[config.mk]
export PLATFORM = sky130hd
export DESIGN_NAME = cpu_control_sequencer
export DESIGN_NICKNAME = d
export VERILOG_FILES = /design/src/rtl/cpu_control_sequencer.sv
export SDC_FILE = /design/constraint.sdc
export NUM_CORES = 1
export LEC_CHECK = 0
export CAP_MARGIN = 20
export CORE_AREA = 4 4 66 68
export CTS_BUF_LIST = sky130_fd_sc_hd__clkbuf_8
export CTS_CLUSTER_DIAMETER = 150
export DETAILED_ROUTE_END_ITERATION = 10
export DIE_AREA = 0 0 70 72
export PLACE_DENSITY = 0.8
export SLEW_MARGIN = 15
export SYNTH_ARGS = -nofsm -noshare
export SYNTH_HDL_FRONTEND = slang
export SYNTH_SLANG_ARGS = --single-unit
[constraint.sdc]
create_clock -name clock -period 3.2 [get_ports clock]
set_clock_uncertainty 0.2 [all_clocks]
set_input_delay 0.64 -clock clock [delete_from_list [all_inputs] [get_ports clock]]
set_output_delay 0.64 -clock clock [all_outputs]
set_load 0.05 [all_outputs]
[src/rtl/cpu_control_sequencer.sv]
// Multicycle control sequencer: fetches a 12-bit instruction, then steps T1-T3 to drive
// register-file, accumulator, ALU and bus controls for nop/mv/mvi/add/sub.
module cpu_control_sequencer #(
   parameter int NREG   = 8,
   parameter int DATA_W = 12
) (
   input  logic              clock,
   input  logic              reset,
   input  logic              run,
   input  logic [DATA_W-1:0] din,
   output logic [11:0]       ir_out,
   output logic [NREG-1:0]   r_in,
   output logic [NREG-1:0]   r_out,
   output logic              din_out,
   output logic              a_in,
   output logic              g_in,
   output logic              g_out,
   output logic              addsub,
   output logic              pc_incr,
   output logic              done,
   output logic              illegal,
   output logic [15:0]       instr_count
);

   typedef enum logic [2:0] {S_IDLE, S_T0, S_T1, S_T2, S_T3} state_t;
   typedef enum logic [3:0] {OP_NOP = 4'h0, OP_MV = 4'h1, OP_MVI = 4'h2,
                             OP_ADD = 4'h3, OP_SUB = 4'h4} opcode_t;

   state_t          r_state;
   state_t          w_next_state;
   logic [11:0]     r_ir;
   logic [15:0]     r_instr_count;
   logic [3:0]      w_op;
   logic [NREG-1:0] w_rx_oh;
   logic [NREG-1:0] w_ry_oh;

   assign w_op    = r_ir[11:8];
   assign w_rx_oh = NREG'(1) << r_ir[6:4];
   assign w_ry_oh = NREG'(1) << r_ir[2:0];

   // NOTE: state registers use non-blocking assignments so every flop samples the
   // pre-edge values of the others; blocking here would create ordering-dependent logic.
   always_ff @(posedge clock) begin
      if (reset) begin
         r_state       <= S_IDLE;
         r_ir          <= '0;
         r_instr_count <= '0;
      end else begin
         r_state <= w_next_state;
         if (r_state == S_T0) r_ir <= din[11:0];
         if (done) r_instr_count <= r_instr_count + 16'd1;
      end
   end

   always_comb begin
      w_next_state = S_IDLE;
      case (r_state)
         S_IDLE:  w_next_state = run ? S_T0 : S_IDLE;
         S_T0:    w_next_state = S_T1;
         S_T1:    w_next_state = (w_op == OP_ADD || w_op == OP_SUB) ? S_T2 : S_IDLE;
         S_T2:    w_next_state = S_T3;
         S_T3:    w_next_state = S_IDLE;
         default: w_next_state = S_IDLE;
      endcase
   end

   // NOTE: every output gets a default before the case so no path leaves one unassigned,
   // which would otherwise infer a latch.
   always_comb begin
      r_in    = '0;
      r_out   = '0;
      din_out = 1'b0;
      a_in    = 1'b0;
      g_in    = 1'b0;
      g_out   = 1'b0;
      addsub  = 1'b0;
      pc_incr = 1'b0;
      done    = 1'b0;
      illegal = 1'b0;
      case (r_state)
         S_T0: pc_incr = 1'b1;
         S_T1: begin
            case (w_op)
               OP_NOP: done = 1'b1;
               OP_MV: begin
                  r_out = w_ry_oh;
                  r_in  = w_rx_oh;
                  done  = 1'b1;
               end
               OP_MVI: begin
                  din_out = 1'b1;
                  r_in    = w_rx_oh;
                  pc_incr = 1'b1;
                  done    = 1'b1;
               end
               OP_ADD, OP_SUB: begin
                  r_out = w_rx_oh;
                  a_in  = 1'b1;
               end
               default: begin
                  done    = 1'b1;
                  illegal = 1'b1;
               end
            endcase
         end
         S_T2: begin
            r_out  = w_ry_oh;
            g_in   = 1'b1;
            addsub = w_op[2];
         end
         S_T3: begin
            g_out = 1'b1;
            r_in  = w_rx_oh;
            done  = 1'b1;
         end
         default: ;
      endcase
      // Reset masks the decode in the same cycle so a mid-instruction reset never writes.
      if (reset) begin
         r_in    = '0;
         r_out   = '0;
         din_out = 1'b0;
         a_in    = 1'b0;
         g_in    = 1'b0;
         g_out   = 1'b0;
         addsub  = 1'b0;
         pc_incr = 1'b0;
         done    = 1'b0;
         illegal = 1'b0;
      end
   end

   assign ir_out      = r_ir;
   assign instr_count = r_instr_count;

endmodule
* Word level (Yosys, flattened, before mapping)
Cells that the tools add are included.
Storage, ports and cells: output and inout port bits 52, register bits after elaboration 31, logic and storage cells 49
Operators by class: muxes and demuxes 29, $add $sub $neg 1, equal/unequal tests 8, reductions and logical operators 6, shift operators 2
Operators with widths (count):
- $pmux 8 s2 | 3
- $mux 8 | 3
- $mux 1 | 19
- $add 16x1->16 const B | 1
- $shl 1x3->8 const A | 2
- $pmux 3 s4 | 1
- $eq 4x2->1 const B | 2
- $eq 3x2->1 const B | 2
- $reduce_or 5->1 | 1
- $eq 4x1->1 const B | 1
- $eq 4x3->1 const B | 1
- $logic_not 4->1 | 1
- $pmux 1 s2 | 2
- $reduce_or 2->1 | 2
- $eq 3x1->1 const B | 1
- $eq 3x3->1 const B | 1
- $logic_not 3->1 | 1
- $mux 2 | 1
- $logic_or 1x1->1 | 1

* Logic depth before layout (Yosys ltp)
depth after elaboration 5, depth in mapped cells 7, mapped depth without buffers 4

* Worst setup path after synthesis
Ideal clock, no wire load.
path kind reg-to-output, from reg r_ir[9] (netlist: ir_out[9]), to out r_out[4], path buffers 0, stages on the path, launching flop included 5, arrival 3.060 ns, slack -0.700 ns, cell sequence dfxtp_1 > nor4bb_1 > o21bai_1 > or3b_2 > o32ai_1
On the way: longest elaborated chain between the ends 5
Ends and longest elaborated chain:
- from (decl) | RTL line 31 | logic [11:0] r_ir;
- from (signal assigned) | RTL line 50 | if (r_state == S_T0) r_ir <= din[11:0];
- $eq 4x2->1 or $eq 4x3->1 (tied branches) | RTL line 83 | case (w_op)
- $reduce_or 2->1 | RTL line 83
- $pmux 8 s2 (*) | RTL line 83
- $pmux 8 s2 (*) | RTL line 80 | case (r_state)
- $mux 8 (*) | RTL line 119 | if (reset) begin
- to (decl) | RTL line 13 | output logic [NREG-1:0] r_out,
Mark *: on every way between the ends. The rest lies on a longest branch, timed or not.

* Worst setup path after layout
from reg r_state[2], to out r_out[4]
On the way: longest elaborated chain between the ends 3
Ends and longest elaborated chain:
- from (decl) | RTL line 29 | state_t r_state;
- from (signal assigned) | RTL line 49 | r_state <= w_next_state;
- $eq 3x2->1 | RTL line 80
- $pmux 8 s2 (*) | RTL line 80
- $mux 8 (*) | RTL line 119
Marks and branches as above.

==> flow_summary.yaml <==
route:
  first_pass_iters: 4
  ant_nets: 0
  wl_per_cell_um: 15.5
  wirelength_mm: 5.03
  drt_iter0_markers: 52
  drc_errors: 0
  num_vias: 1797
  avgViaCountPerCell: 5.53
setup_path:
  crit_arrival_ps: 2310
  cp_top_family: "simple AND/OR/NAND/NOR gates"
  worst-r2r-cell-count: 5
  reg2reg_setup_slack_ps: 940
  critical_path_required_ps: 2360
  critPathKind: "flop to primary output"
  worst-path-stages: 5
  rr_endpoint: "instr_count[15]"
  critical_path.max_stage_delay_ps: 550
  crit_chain: "or3b_4 -> o21bai_1 -> or3b_2 -> o32ai_4 -> buf_12"
  crit_path_start_kind: "flop"
  worstSetupEndpointType: "primary output"
  r2r_start: "r_state[2]"
  crit_slowest_cell: "or3b_2"
  crit_path_start: "r_state[2]"
  setup.worst_path.end: "r_out[4]"
  crit_fanout: 6
  crit_buf_inv: 1
sta:
  timing.final.crit_share_pct: 98.6
  slew_headroom_pct: 63.3
  whs_ps: 255
  fmaxAchievable_ghz: 0.317
  finalCriticalPeriod_ps: 3150
  drv_slew: 0
  setup-violations-final: 0
  rsz0062_at_grt: "true"
  hold_viol: 0
  worst_slack_ps: 45.1
  worstMarginPinSlew_ps: 549
yosys:
  synth_nets: 225
  yosys_warnings: 0
  netlist_area_sq_um: 1610
  async_flop_share_pct: 0
  ys_seq_elements: 31
  synthFlopType: "dfxtp_1"
  synth_seq_area_share_pct: 38.4
  synth_edf_count: 0
  synth_top_area_share_pct: 38.4
  syn_avg_cell_area_sq_um: 7.72
  synthTopCellsByArea: "dfxtp_1, a21oi_1, nand2_1"
  syn-instance-count: 209
  synth.distinct_cells: 39
  synth_area_leader_cell: "dfxtp_1"
global_routing:
  overflow: 0
  grt_usage_pct: 19.5
  grt_pass1_vias: 1648
  grt_pass1_wl_mm: 8.05
  grt_max_degree: 34
  antenna_found_initial: 0
floorplan:
  coreArea_sq_um: 3860
  die-area_sq_um: 5040
  initial_core_util_pct: 41.9
  fp.dieH_um: 72
  rows: 23
  ioPinCount: 67
  die_w_um: 70
worst_hold_path:
  hp-class: "flop to flop"
pwr:
  vdd.ir_drop.worst_mv: 0.277
  power_density_nw_per_um2: 306
  cell_internal_pwr_mw: 0.601
  power_frac_comb_pct: 16.3
  p_sw_mw: 0.237
  seq_power_share_pct: 49.4
  p_leak_nw: 0.896
  switching_share_pct: 28.3
  clkPwrFrac_pct: 34.3
clock_tree:
  cts_buffer_depth: 2
  htree_levels: 2
  clk-insertion-delay-late_ps: 280
  cts_buffers: 5
  cts.sinks: 31
  clk_pin_slew_ps: 60
  cts-root-buf: "clkbuf_8"
  cts_tree: "built"
  hold_buffers: 0
place:
  portBuffers: 66
  hpwl_mm: 3.73
  gp_congestion: 0.852
  place_ws_ps: 203
layout:
  drive_above_1_share_pct: 21.1
  n_antenna_cell: 0
  final_common_cell: "clkdlybuf4s50_1"
  syn2layout_area_growth_pct: 69.8
  nets: 290
  final_cell_mix: "clkdlybuf4s50_1, dfxtp_1, nand2_1, a21oi_1, buf_12"
outcome:
  status: "finished, final reports clean"
flow_run:
  cap_violations: 0
## cells in the mapped netlist (all sizes together), types with 3 or more instances
cell type  instances
nand2             28
nand2b             6
o21ai             13
or3b               5
nor2              15
or4                3
nand3b             3
o31ai              3
o32ai              4
clkbuf             8
buf                7
a21oi             28
dfxtp             31
nor3               3
o22ai              4
nand3              5
or3               14
nand4              6
## registers in the layout, indices dropped and copies added, names as in the netlist
name         count
instr_count     16
ir_out          12
r_state          3
## cells by family after synthesis
logic type | share of synthesized area (%)
AOI/OAI and AO/OA | 21.2
DFF | 38.4
and+or+nand+nor | 33.3
buffers and inverters | 4.57
adders and majority gates | 0.775
xor gates and xnor gates | 1.09
muxes | 0.620
## power groups by stage
stage               logic [mW]  registers [mW]  clock network (mW)
floorplan               0.0542           0.444                   0
global placement         0.132           0.420                   0
detailed placement       0.133           0.421                   0
CTS                      0.136           0.413               0.296
global route             0.145           0.416               0.313
finish                   0.137           0.414               0.287
## how the worst min path moves through the flow
stage | start | to | cells past startpoint
5_1_grt | ir_out[7] | ir_out[7] | 2
4_1_cts | ir_out[7] | ir_out[7] | 2
3_3_place_gp | ir_out[7] | ir_out[7] | 2
3_5_place_dp | ir_out[7] | ir_out[7] | 2
6_report | ir_out[3] | ir_out[3] | 2
2_1_floorplan | r_state[2] | r_state[0] | 1
## area by class of cell
class | count | area, sq um
multi-input cells | 161 | 1050
repair buffers | 73 | 916
well taps | 50 | 62.6
clock buffers | 5 | 68.8
clock inverters | 3 | 16.3
inverters | 2 | 7.51
flip-flops and latches | 31 | 623
fillers | 302 | 1120
## worst min-delay path, delay by kind of cell (launching register included)
family	cells	cell delay [ps]
flip-flops	1	310
AND/OR/NAND/NOR	1	50
AO/OA/AOI/OAI	1	50
## through the flow
stage	area, sq um	utilization, %	total power, mW	std cells	setup TNS (ps)
floorplan	1670	-	0.498	209	-748
global placement	2580	67.0	0.552	317	0
detailed placement	2580	67.0	0.554	317	0
CTS	2710	70.3	0.845	325	-4.37
global route	2740	71.1	0.874	325	-82.4
finish	2740	71.1	0.838	325	0
## what timing repair did
action / in CTS / in global routing
setup buffers: 0 / 0
pin swaps: 0 / 2
gates resized for setup: 6 / 8
gates cloned: 0 / 0
endpoints found under the setup margin: 9 / 14
## per-layer routing
metal | GRT usage [%] | share of wire [%]
met1 | 24.5 | 43
met2 | 33.4 | 51
met3 | 3.88 | 4.0
met4 | 7.02 | 2.1
met5 | 0 | 0
Note: power is estimated with default switching activity, not from simulation.
